[config.mk]
export PLATFORM = sky130hd
export DESIGN_NAME = mem_wb_pipe
export DESIGN_NICKNAME = d
export VERILOG_FILES = /design/src/rtl/mem_wb_pipe.sv
export SDC_FILE = /design/constraint.sdc
export NUM_CORES = 1
export LEC_CHECK = 0
export ABC_AREA = 1
export BUFFER_PORTS_ARGS = -buffer_cell sky130_fd_sc_hd__buf_2
export CAP_MARGIN = 0
export CORE_ASPECT_RATIO = 1.4
export CORE_MARGIN = 3
export CORE_UTILIZATION = 45
export CTS_CLUSTER_DIAMETER = 100
export CTS_CLUSTER_SIZE = 40
export DETAILED_ROUTE_END_ITERATION = 8
export HOLD_SLACK_MARGIN = 0.15
export PLACE_DENSITY_LB_ADDON = 0.1
export SLEW_MARGIN = 25
export SYNTH_ARGS = -nofsm -noshare
export SYNTH_HDL_FRONTEND = slang
export SYNTH_SLANG_ARGS = --single-unit
[constraint.sdc]
create_clock -name clk -period 4.5 [get_ports clk]
set_clock_uncertainty 0.15 [all_clocks]
set_input_delay 1.35 -clock clk [delete_from_list [all_inputs] [get_ports clk]]
set_output_delay 1.35 -clock clk [all_outputs]
set_load 0.03 [all_outputs]
[src/rtl/mem_wb_pipe.sv]
// mem_wb_pipe: elastic MEM->WB pipeline stage.
// Carries the GPR write request (and optionally the HI/LO write request) from
// MEM to WB through a 2-entry skid buffer with valid/ready on both sides,
// a synchronous flush and a saturating back-pressure counter.
// Optional feature macro: MEM_WB_HILO_EN adds the HI/LO ports and storage.
module mem_wb_pipe #(
    parameter int DATA_W            = 32,
    parameter int RADDR_W           = 5,
    parameter int CNT_W             = 16,
    parameter int ZERO_REG_SUPPRESS = 1
) (
    input  logic               clk,
    input  logic               rst,
    input  logic               flush,
    input  logic               in_valid,
    output logic               in_ready,
    input  logic [RADDR_W-1:0] mem_wd,
    input  logic               mem_wreg,
    input  logic [DATA_W-1:0]  mem_wdata,
`ifdef MEM_WB_HILO_EN
    input  logic               mem_whilo,
    input  logic [DATA_W-1:0]  mem_hi,
    input  logic [DATA_W-1:0]  mem_lo,
`endif
    output logic               out_valid,
    input  logic               out_ready,
    output logic [RADDR_W-1:0] wb_wd,
    output logic               wb_wreg,
    output logic [DATA_W-1:0]  wb_wdata,
`ifdef MEM_WB_HILO_EN
    output logic               wb_whilo,
    output logic [DATA_W-1:0]  wb_hi,
    output logic [DATA_W-1:0]  wb_lo,
`endif
    output logic [CNT_W-1:0]   stall_cnt
);

    typedef enum logic [1:0] {
        EMPTY = 2'd0,
        ONE   = 2'd1,
        TWO   = 2'd2
    } state_e;

    typedef struct packed {
        logic [RADDR_W-1:0] wd;
        logic               wreg;
        logic [DATA_W-1:0]  wdata;
`ifdef MEM_WB_HILO_EN
        logic               whilo;
        logic [DATA_W-1:0]  hi;
        logic [DATA_W-1:0]  lo;
`endif
    } payload_t;

    state_e             state_q, state_d;
    payload_t           main_q, main_d;
    payload_t           skid_q, skid_d;
    payload_t           in_pld;
    logic [CNT_W-1:0]   stall_cnt_q, stall_cnt_d;
    logic               acc, dep;
    logic               zero_hit;

    // Gather the incoming request fields into one payload word.
    always_comb begin
        in_pld       = '0;
        in_pld.wd    = mem_wd;
        in_pld.wreg  = mem_wreg;
        in_pld.wdata = mem_wdata;
`ifdef MEM_WB_HILO_EN
        in_pld.whilo = mem_whilo;
        in_pld.hi    = mem_hi;
        in_pld.lo    = mem_lo;
`endif
    end

    // Handshake flags depend only on registered state (and rst), never on the
    // opposite side's inputs, so no combinational path crosses the stage.
    assign in_ready  = !rst && (state_q != TWO);
    assign out_valid = (state_q != EMPTY);
    assign acc       = in_valid && in_ready;
    assign dep       = out_valid && out_ready;

    // Next-state and entry-movement logic of the skid buffer; flush wins over
    // any accept/depart in the same cycle.
    always_comb begin
        // NOTE: every signal gets a hold default before the case so no path
        // leaves it unassigned (which would infer a latch); blocking '=' is
        // correct here because this is combinational logic.
        state_d = state_q;
        main_d  = main_q;
        skid_d  = skid_q;
        if (flush) begin
            state_d = EMPTY;
        end else begin
            unique case (state_q)
                EMPTY: begin
                    if (acc) begin
                        state_d = ONE;
                        main_d  = in_pld;
                    end
                end
                ONE: begin
                    if (acc && !dep) begin
                        state_d = TWO;
                        skid_d  = in_pld;
                    end else if (acc && dep) begin
                        main_d  = in_pld;
                    end else if (dep) begin
                        state_d = EMPTY;
                    end
                end
                TWO: begin
                    if (dep) begin
                        state_d = ONE;
                        main_d  = skid_q;
                    end
                end
                default: state_d = EMPTY;
            endcase
        end
    end

    // Saturating count of cycles where WB holds off a valid payload; flush
    // does not stop the count for the cycle it is asserted in.
    always_comb begin
        stall_cnt_d = stall_cnt_q;
        if (out_valid && !out_ready && (stall_cnt_q != {CNT_W{1'b1}})) begin
            stall_cnt_d = stall_cnt_q + {{(CNT_W-1){1'b0}}, 1'b1};
        end
    end

    // Control state, the WB-facing entry and the counter, cleared by reset.
    always_ff @(posedge clk) begin
        // NOTE: sequential state is always updated with non-blocking '<=' so
        // every flop samples pre-edge values regardless of statement order.
        if (rst) begin
            state_q     <= EMPTY;
            main_q      <= '0;
            stall_cnt_q <= '0;
        end else begin
            state_q     <= state_d;
            main_q      <= main_d;
            stall_cnt_q <= stall_cnt_d;
        end
    end

    // Skid entry: only ever read after being written in the TWO state.
    always_ff @(posedge clk) begin
        // NOTE: this data-only entry is deliberately left without reset; its
        // contents are never observed until a write qualifies them.
        skid_q <= skid_d;
    end

    // Write enables are qualified by out_valid; a GPR write to index 0 is
    // suppressed when ZERO_REG_SUPPRESS is set.
    assign zero_hit  = (ZERO_REG_SUPPRESS != 0) && (main_q.wd == '0);
    assign wb_wd     = main_q.wd;
    assign wb_wdata  = main_q.wdata;
    assign wb_wreg   = out_valid && main_q.wreg && !zero_hit;
`ifdef MEM_WB_HILO_EN
    assign wb_whilo  = out_valid && main_q.whilo;
    assign wb_hi     = main_q.hi;
    assign wb_lo     = main_q.lo;
`endif
    assign stall_cnt = stall_cnt_q;

endmodule

==> results of run 1 <==
-- cell families (layout without fill, tap and decap cells) --
family	Yosys count	after routing	share of synthesized area [%]
xor gates and xnor gates	6	6	1.221
buffers and inverters	81	139	11.08
and+or+nand+nor	294	294	27.82
AOI/OAI and AO/OA	59	59	7.035
adders and majority gates	1	1	0.2907
DFF	94	94	52.56
-- layer usage --
metal / track usage [%] / vias to the layer above
met5: 0 / -
met4: 6.805 / 2
met3: 5.277 / 12
met2: 31.18 / 107
met1: 22.89 / 1575
li1: - / 1807
-- registers in the layout (all words and copies together), names as in the netlist --
register / cells
state_q: 2
main_q: 1
skid_q: 38
stall_cnt: 16
wb_wdata: 32
wb_wd: 5
-- cells in the final DEF (no fill, tap or decap), types with 8 or more instances in the layout --
master / synthesis / final
edfxtp_1: 38 / 38
clkbuf_16: 0 / 9
inv_1: 15 / 15
buf_4: 43 / 8
nand3_1: 52 / 52
nand2_1: 204 / 204
buf_2: 9 / 98
a21oi_1: 53 / 53
dfxtp_1: 56 / 56
nor2_1: 27 / 26
-- layout make-up --
cell class	count	area [sq um]
Fill cell	876	4322
Tap cell	107	133.9
Inverter	17	63.81
Multi-Input combinational cell	360	1593
Timing Repair Buffer	106	550.5
Clock buffer	10	229.0
Clock inverter	6	28.78
Sequential cell	94	2262
-- per-stage QoR --
step	hold WS [ns]	cells	power [W]
CTS	0.3087	700	0.001747
detailed placement	0.3006	684	0.001072
global route	0.3304	700	0.001795
global placement	0.2962	684	0.001069
finish	0.3064	700	0.001728
floorplan	0.2903	535	0.001036
-- where the power goes --
part,leakage [nW],switching (W),total [W],internal (W)
clock,0.125,0.000310,0.000677,0.000367
sequential,0.796,0.00000837,0.000909,0.000900
combinational,1.19,0.0000957,0.000143,0.0000470
total,2.11,0.000414,0.00173,0.00131
-- how the worst min path moves through the flow --
stage	from	endpoint	slack (ns)
2_1_floorplan	wb_wdata[0]	wb_wdata[0]	0.29
6_report	wb_wdata[19]	wb_wdata[19]	0.31
3_5_place_dp	wb_wdata[19]	wb_wdata[19]	0.30
3_3_place_gp	wb_wdata[27]	wb_wdata[27]	0.30
4_1_cts	wb_wdata[19]	wb_wdata[19]	0.31
5_1_grt	wb_wdata[7]	wb_wdata[7]	0.33
-- critical path, stage by stage --
cell	delay, ns
buf_2	0.34
nor2_1	0.10
buf_2	0.19
==> results.cfg, run 1 <==
[outcome]
status = completed

[sta]
tightest_slew_ns = 0.6796
tns_ns = 0
finalCritPeriodShare_pct = 77.57
rsz0062_at_grt = false
maxSlewHeadroom_pct = 54.39
fmaxAchievable_ghz = 0.2865
finalSetupViolCount = 0
slew_violations = 0
finalHoldViolCount = 0
layout_setup_ws_ns = 1.009
period_needed_ns = 3.491

[power_and_ir_drop]
pwr_density_cell_mw_per_mm2 = 355.5
leakage_nw = 2.113
peakVddDrop_uv = 232.0

[logic_synthesis]
ys_async_sr_fraction_pct = 0
synthesis.nets = 579
yosys.area.top_type = edfxtp_1
yosys.cell_types.count = 23
synth_cells = 535
synth_area_leaders = edfxtp_1 (27%), dfxtp_1 (26%), nand2_1 (18%)
syn_area_sq_mm = 0.004304
synth_edf_count = 38
yosysTopAreaCellShare_pct = 26.51
synth_commonest_cells = nand2_1 (204), dfxtp_1 (56), a21oi_1 (53)
ys_seq_elements = 94
synth_most_common_cell = nand2_1
avgSynthCellArea_sq_um = 8.045
ys_warn_count = 0
ys_seq_area_share_pct = 52.56
synth_flop_cell = dfxtp_1

[clock_network]
cts_sinks = 94
root_buffer = clkbuf_16
clk_latency_ns = 0.34
path_clk_slew_ns = 0.06
cts_tree = done
cts_setup_buffers = 0
cts_buffer_depth = 2
post_cts_resized = 0
cts_max_level = 3
cts_buffers = 9
postCtsHoldBufs = 0

[global_route]
grt_pass1_wl_mm = 15.79
grt_max_degree = 42
grt-ovfl-total = 0
track_usage_pct = 18.75
antenna_found_initial = 1
grt_pass1_vias = 3351

[critical_path]
required_ns = 3.00
crit-reg2reg-launch = state_q[0]
crit_fanout = 21
cp-start-kind = input pin
worstRegToRegCells = 7
cp-endpoint = in_ready
endpoint_kind = primary output
critical_path.startpoint = rst
rrSetupSlack_ns = 2.10
rr_endpoint = skid_q[37]
criticalPathCategory = input pin to primary output
critPathArrivalTime_ns = 1.99

[flow_run]
maxCapViolations = 0

[placement]
dpl.hpwl_mm = 6.668
globalplace.congestion = 0.8777
dpl_cell_area_sq_mm = 0.004603
io_buffer_count = 98
place_ws_ns = 0.9290

[die]
core-area_sq_mm = 0.009183
start_util_pct = 46.87
die_y_um = 121.7
die_x_um = 88.66
num_rows = 41
die_area_sq_mm = 0.01079
io_pins = 99

[detailed_routing]
wl_mm = 9.865
ant_nets = 0
wl_met2_mm = 4.845
highest_layer = met5
route.detailed.drc = 0
wl_per_cell_um = 14.09
wl_met1_mm = 4.309
firstDrtPassIters = 4
via_per_inst = 5.004
dr_total_vias = 3503
wl_met3_um = 538
drt_iter0_drc = 152

[cells_and_area]
insertedDiodeCount = 0
drive_gt1_share_pct = 21.42
fin_nets = 632
final_area_sq_mm = 0.004861
final_core_util_pct = 52.94
syn_to_final_growth_pct = 12.94

[hold_path]
whs_path_depth = 2
min_path_type = flip-flop to flip-flop
No activity file was read; power rests on OpenSTA's default activity.
==> inputs of run 2 (changes only) <==
==> constraint.sdc (replaced) <==
create_clock -name clk -period 2.9 [get_ports clk]
set_clock_uncertainty 0.15 [all_clocks]
set_input_delay 0.87 -clock clk [delete_from_list [all_inputs] [get_ports clk]]
set_output_delay 0.87 -clock clk [all_outputs]
set_load 0.03 [all_outputs]
==> run 2 against run 1 <==
Against the previous run:
- via count about the same
- global-route usage is 0.15 points lower
- flip-flop and latch count stayed put
- setup slack got worse by 0.57 ns
- critical endpoint unchanged
==> results.cfg, run 2 (synthesis results as in run 1) <==
[clock_network]
path_clk_slew_ns = 0.06
clk_latency_ns = 0.33
cts_setup_buffers = 0
postCtsHoldBufs = 0
root_buffer = clkbuf_16
cts_sinks = 94
cts_tree = done
post_cts_resized = 0
cts_buffer_depth = 2
cts_max_level = 3
cts_buffers = 9

[global_route]
grt_pass1_vias = 3262
grt_max_degree = 39
grt-ovfl-total = 0
grt_pass1_wl_mm = 15.57
track_usage_pct = 18.60
antenna_found_initial = 0

[die]
die_y_um = 121.7
core-area_sq_mm = 0.009183
io_pins = 99
die_x_um = 88.66
start_util_pct = 46.87
num_rows = 41
die_area_sq_mm = 0.01079

[flow_run]
maxCapViolations = 0

[power_and_ir_drop]
p_int_w = 0.002146
p_clk_share_pct = 41.0
pwr_density_cell_mw_per_mm2 = 562.9
p_sw_share_pct = 22.53
leakage_nw = 2.148
comb_power_share_pct = 8.1
seq_power_share_pct = 50.9
peakVddDrop_uv = 369.5
p_sw_w = 0.0006244

[critical_path]
criticalPathCategory = flip-flop to primary output
crit_fanout = 16
critPathArrivalTime_ns = 1.44
required_ns = 1.88
cp-start-kind = flip-flop
endpoint_kind = primary output

[detailed_routing]
via_per_inst = 4.994
wl_mm = 9.755
wl_per_cell_um = 13.90
firstDrtPassIters = 5
route.detailed.drc = 0
drt_iter0_drc = 170
ant_nets = 0
dr_total_vias = 3506

[sta]
fmaxAchievable_ghz = 0.4061
period_needed_ns = 2.463
tns_ns = 0
finalSetupViolCount = 0
slew_violations = 0
tightest_slew_ns = 0.7327
rsz0062_at_grt = false
finalCritPeriodShare_pct = 84.92
maxSlewHeadroom_pct = 50.83
hold_ws_ns = 0.3074
finalHoldViolCount = 0

[cells_and_area]
final_core_util_pct = 53.60
fin_nets = 634
syn_to_final_growth_pct = 14.36
fill_cells = 888
layout_common_cells = nand2_1 (204), buf_2 (98), dfxtp_1 (56)
regMostFlops = skid_q
final_area_sq_mm = 0.004922
insertedDiodeCount = 0
largest_register_ffs = 38
layout.cells.most_common = nand2_1
drive_gt1_share_pct = 21.85

[placement]
dpl_cell_area_sq_mm = 0.004631
globalplace.congestion = 0.8804
dpl.hpwl_mm = 6.509
io_buffer_count = 98

[hold_path]
min_path_type = flip-flop to flip-flop

[outcome]
status = completed
## run 2: final timing paths
| path | from | slack (ns) | end | depth (start not counted) |
|---|---|---|---|---|
| min reg2reg | wb_wdata[8] | 0.31 | wb_wdata[8] | 2 |
| max reg2reg | stall_cnt[0] | 0.70 | stall_cnt[1] | 7 |
| max | state_q[1] | 0.44 | in_ready | 4 |
| min | wb_wdata[8] | 0.31 | wb_wdata[8] | 2 |
## run 2: layer usage
layer | GRT usage (%) | vias up | share of wire [%]
met5 | 0 | - | 0
met4 | 6.805 | 0 | 1.3
met3 | 4.398 | 10 | 4.7
met2 | 30.07 | 83 | 49
met1 | 24.02 | 1599 | 45
li1 | - | 1814 | -
## run 2: cell type report
type / instances / area, sq um / share of cell area (%)
Tap cell: 107 / 133.9 / 2.720
Timing Repair Buffer: 108 / 578.1 / 11.74
Inverter: 17 / 63.81 / 1.296
Clock buffer: 15 / 287.8 / 5.846
Sequential cell: 94 / 2262 / 45.96
Multi-Input combinational cell: 360 / 1593 / 32.36
Clock inverter: 1 / 3.754 / 0.07626
## run 2: per-stage QoR
stage | setup slack [ns] | total power (W) | instances
after floorplan | 0.2540 | 0.001608 | 535
after global placement | 0.3971 | 0.001663 | 686
after detailed placement | 0.3291 | 0.001666 | 686
after CTS | 0.3980 | 0.002805 | 702
after global routing | 0.3316 | 0.002881 | 702
final | 0.4374 | 0.002771 | 702
## run 2: critical path: stages (launching register included)
cell,delay (ns)
dfxtp_1,0.35
inv_1,0.12
nor2_4,0.32
nor2_1,0.12
buf_2,0.20
## run 2: power by group through the flow
| stage | combinational [W] | clock, W | sequential (W) |
|---|---|---|---|
| floorplan | 0.000171 | 0 | 0.00144 |
| global placement | 0.000225 | 0 | 0.00144 |
| detailed placement | 0.000227 | 0 | 0.00144 |
| CTS | 0.000227 | 0.00117 | 0.00141 |
| global route | 0.000249 | 0.00122 | 0.00141 |
| finish | 0.000224 | 0.00114 | 0.00141 |
==> inputs of run 3 (changes only) <==
--- a/config.mk
+++ b/config.mk
@@ -5,7 +5,7 @@
 export SDC_FILE = /design/constraint.sdc
 export NUM_CORES = 1
 export LEC_CHECK = 0
-export ABC_AREA = 1
+export ABC_AREA = 0
 export BUFFER_PORTS_ARGS = -buffer_cell sky130_fd_sc_hd__buf_2
 export CAP_MARGIN = 0
 export CORE_ASPECT_RATIO = 1.4
==> constraint.sdc (replaced) <==
create_clock -name clk -period 2.1 [get_ports clk]
set_clock_uncertainty 0.15 [all_clocks]
set_input_delay 0.63 -clock clk [delete_from_list [all_inputs] [get_ports clk]]
set_output_delay 0.63 -clock clk [all_outputs]
set_load 0.03 [all_outputs]
==> run 3 against run 2 <==
Against the previous run:
- the run now ends with negative setup slack left
- core utilization rose by 3.5 points
- via count decreased by 12%
- critical path depth shrank 1
- non-clock buffer count is 17 higher
- flip-flop and latch count unchanged
- power grew 46%
- synthesized cell count shrank 31%
- clock power grew 43%
- largest power group unchanged
- sequential share of layout area shrank 0.50 points
==> results.cfg, run 3 <==
[hold_path]
min_path_type = flip-flop to flip-flop
whs_path_depth = 2
min_from = stall_cnt[8]
min_to = stall_cnt[8]

[logic_synthesis]
synthesis.nets = 413
synth_commonest_cells = dfxtp_1 (56), nor3_1 (44), a211oi_1 (38), edfxtp_1 (38), mux2i_1 (38)
synth_area_leaders = edfxtp_1 (28%), dfxtp_1 (27%), mux2i_1 (9.2%)
synth_flop_cell = dfxtp_1
synth_edf_count = 38
yosys.cell_types.count = 40
synth_most_common_cell = dfxtp_1
ys_async_sr_fraction_pct = 0
yosys.area.top_type = edfxtp_1
syn_area_sq_mm = 0.004131
ys_seq_elements = 94
yosysTopAreaCellShare_pct = 27.62
avgSynthCellArea_sq_um = 11.20
ys_seq_area_share_pct = 54.75
synth_cells = 369
ys_warn_count = 0

[critical_path]
critPathSlowestCell = or3_4
path_cells = or3_4, o311a_1, buf_6
crit_fanout = 3
critPathArrivalTime_ns = 1.50
endpoint_kind = primary output
cp_num_buf_inv = 1
cp-start-kind = flip-flop
crit_family = simple AND/OR/NAND/NOR gates
worstRegToRegCells = 7
rr_endpoint = stall_cnt[3]
rrSetupSlack_ns = 0.18
required_ns = 1.32
cpPeakStageDelay_ns = 0.38
criticalPathCategory = flip-flop to primary output
crit-reg2reg-launch = stall_cnt[0]

[die]
die_x_um = 86.98
io_pins = 99
core-area_sq_mm = 0.008758
start_util_pct = 47.17
num_rows = 40
die_area_sq_mm = 0.01038
die_y_um = 119.4

[sta]
period_needed_ns = 2.280
finalCritPeriodShare_pct = 108.6
layout_setup_ws_ns = -0.1796
tns_ns = -0.1796
slew_violations = 0
tightest_slew_ns = 0.6273
maxSlewHeadroom_pct = 58.18
finalHoldViolCount = 0
fmaxAchievable_ghz = 0.4387
finalSetupViolCount = 1
rsz0062_at_grt = true

[clock_network]
clk_latency_ns = 0.33
cts_sinks = 94
cts_buffer_depth = 2
path_clk_slew_ns = 0.06
cts_tree = done
root_buffer = clkbuf_16
cts_max_level = 3
cts_buffers = 9

[global_route]
grt_max_degree = 59
grt_pass1_wl_mm = 14.28
grt-ovfl-total = 0
antenna_found_initial = 0
grt_pass1_vias = 2909
track_usage_pct = 17.46

[cells_and_area]
fin_nets = 487
fill_cells = 770
layout_common_cells = buf_2 (95), dfxtp_1 (48), nor3_1 (44)
insertedDiodeCount = 0
layout.cells.most_common = buf_2
seqCellArea_sq_mm = 0.002272
multi_input_area_sq_mm = 0.001530
regMostFlops = skid_q
final_area_sq_mm = 0.004999
largest_register_ffs = 38
final_core_util_pct = 57.07
syn_to_final_growth_pct = 20.99
drive_gt1_share_pct = 35.94

[placement]
globalplace.congestion = 0.7924
io_buffer_count = 98
dpl.hpwl_mm = 5.900
place_ws_ns = -0.1512
dpl_cell_area_sq_mm = 0.004666

[detailed_routing]
via_per_inst = 5.568
ant_nets = 0
firstDrtPassIters = 4
drt_iter0_drc = 192
wl_mm = 8.937
dr_total_vias = 3079
wl_per_cell_um = 16.16
route.detailed.drc = 0

[outcome]
status = finished, violations left
violations = negative setup slack

[power_and_ir_drop]
leakage_nw = 1.851
pwr_density_cell_mw_per_mm2 = 811.7
peakVddDrop_uv = 467.3

[flow_run]
maxCapViolations = 0
==> run 3: through the flow <==
step / std cells / hold slack [ns] / power, W
3_5_place_dp: 537 / 0.3275 / 0.002463
2_1_floorplan: 369 / 0.3874 / 0.002365
5_1_grt: 553 / 0.3212 / 0.004223
4_1_cts: 553 / 0.3208 / 0.004107
6_report: 553 / 0.3281 / 0.004057
3_3_place_gp: 537 / 0.3175 / 0.002456
==> run 3: cells by family after synthesis <==
group                      count (synthesis)  share of synthesized area [%]
AOI/OAI and AO/OA                         73                          12.69
buffers and inverters                     66                          9.630
DFF                                       94                          54.75
and+or+nand+nor                           96                          13.14
muxes                                     39                          9.479
adders and majority gates                  1                         0.3028
==> run 3: routing by layer <==
metal,routed length (um),track usage (%),vias to the layer above,share of wire (%)
li1,-,-,1518,-
met1,3787,22.36,1458,42
met2,4464,28.33,92,50
met3,566,4.291,11,6.3
met4,118,6.140,0,1.3
met5,0,0,-,0
==> run 3: power breakdown <==
group	total [W]	switching [W]	leakage [nW]	internal [W]
Sequential	0.00199	0.0000327	0.803	0.00196
Clock	0.00163	0.000645	0.150	0.000988
Combinational	0.000435	0.000268	0.898	0.000167
Total	0.00406	0.000946	1.85	0.00311
==> run 3: worst max path at each step <==
stage              start            end  slack, ns  depth (start not counted)
2_1_floorplan        rst      skid_q[0]      -0.81                          2
4_1_cts         wb_wd[0]        wb_wreg      -0.20                          3
3_3_place_gp   out_ready  stall_cnt[14]      -0.13                          7
5_1_grt         wb_wd[0]        wb_wreg      -0.23                          3
6_report        wb_wd[0]        wb_wreg      -0.18                          3
3_5_place_dp   out_ready  stall_cnt[13]      -0.15                          5
==> run 3: final cells by class <==
cell class              instances  share of cell area, %
clock buffers                  13                  5.207
clock inverters                 3                 0.8761
repair buffers                125                  14.92
multi-input cells             209                  30.61
well taps                     105                  2.628
flip-flops and latches         94                  45.46
inverters                       4                 0.3004
==> run 3: what timing repair did <==
action | 4_1_cts | 5_1_grt
resized for setup | 5 | 5
setup buffers | 0 | 0
endpoints found under the setup margin | 2 | 4
hold buffers | 0 | 0
==> run 3: worst register-to-register path: stages (launching register included) <==
cell,delay [ns]
dfxtp_2,0.34
ha_1,0.22
nand4_1,0.11
buf_4,0.16
nor4_1,0.05
buf_4,0.19
or4_1,0.48
a21oi_1,0.15
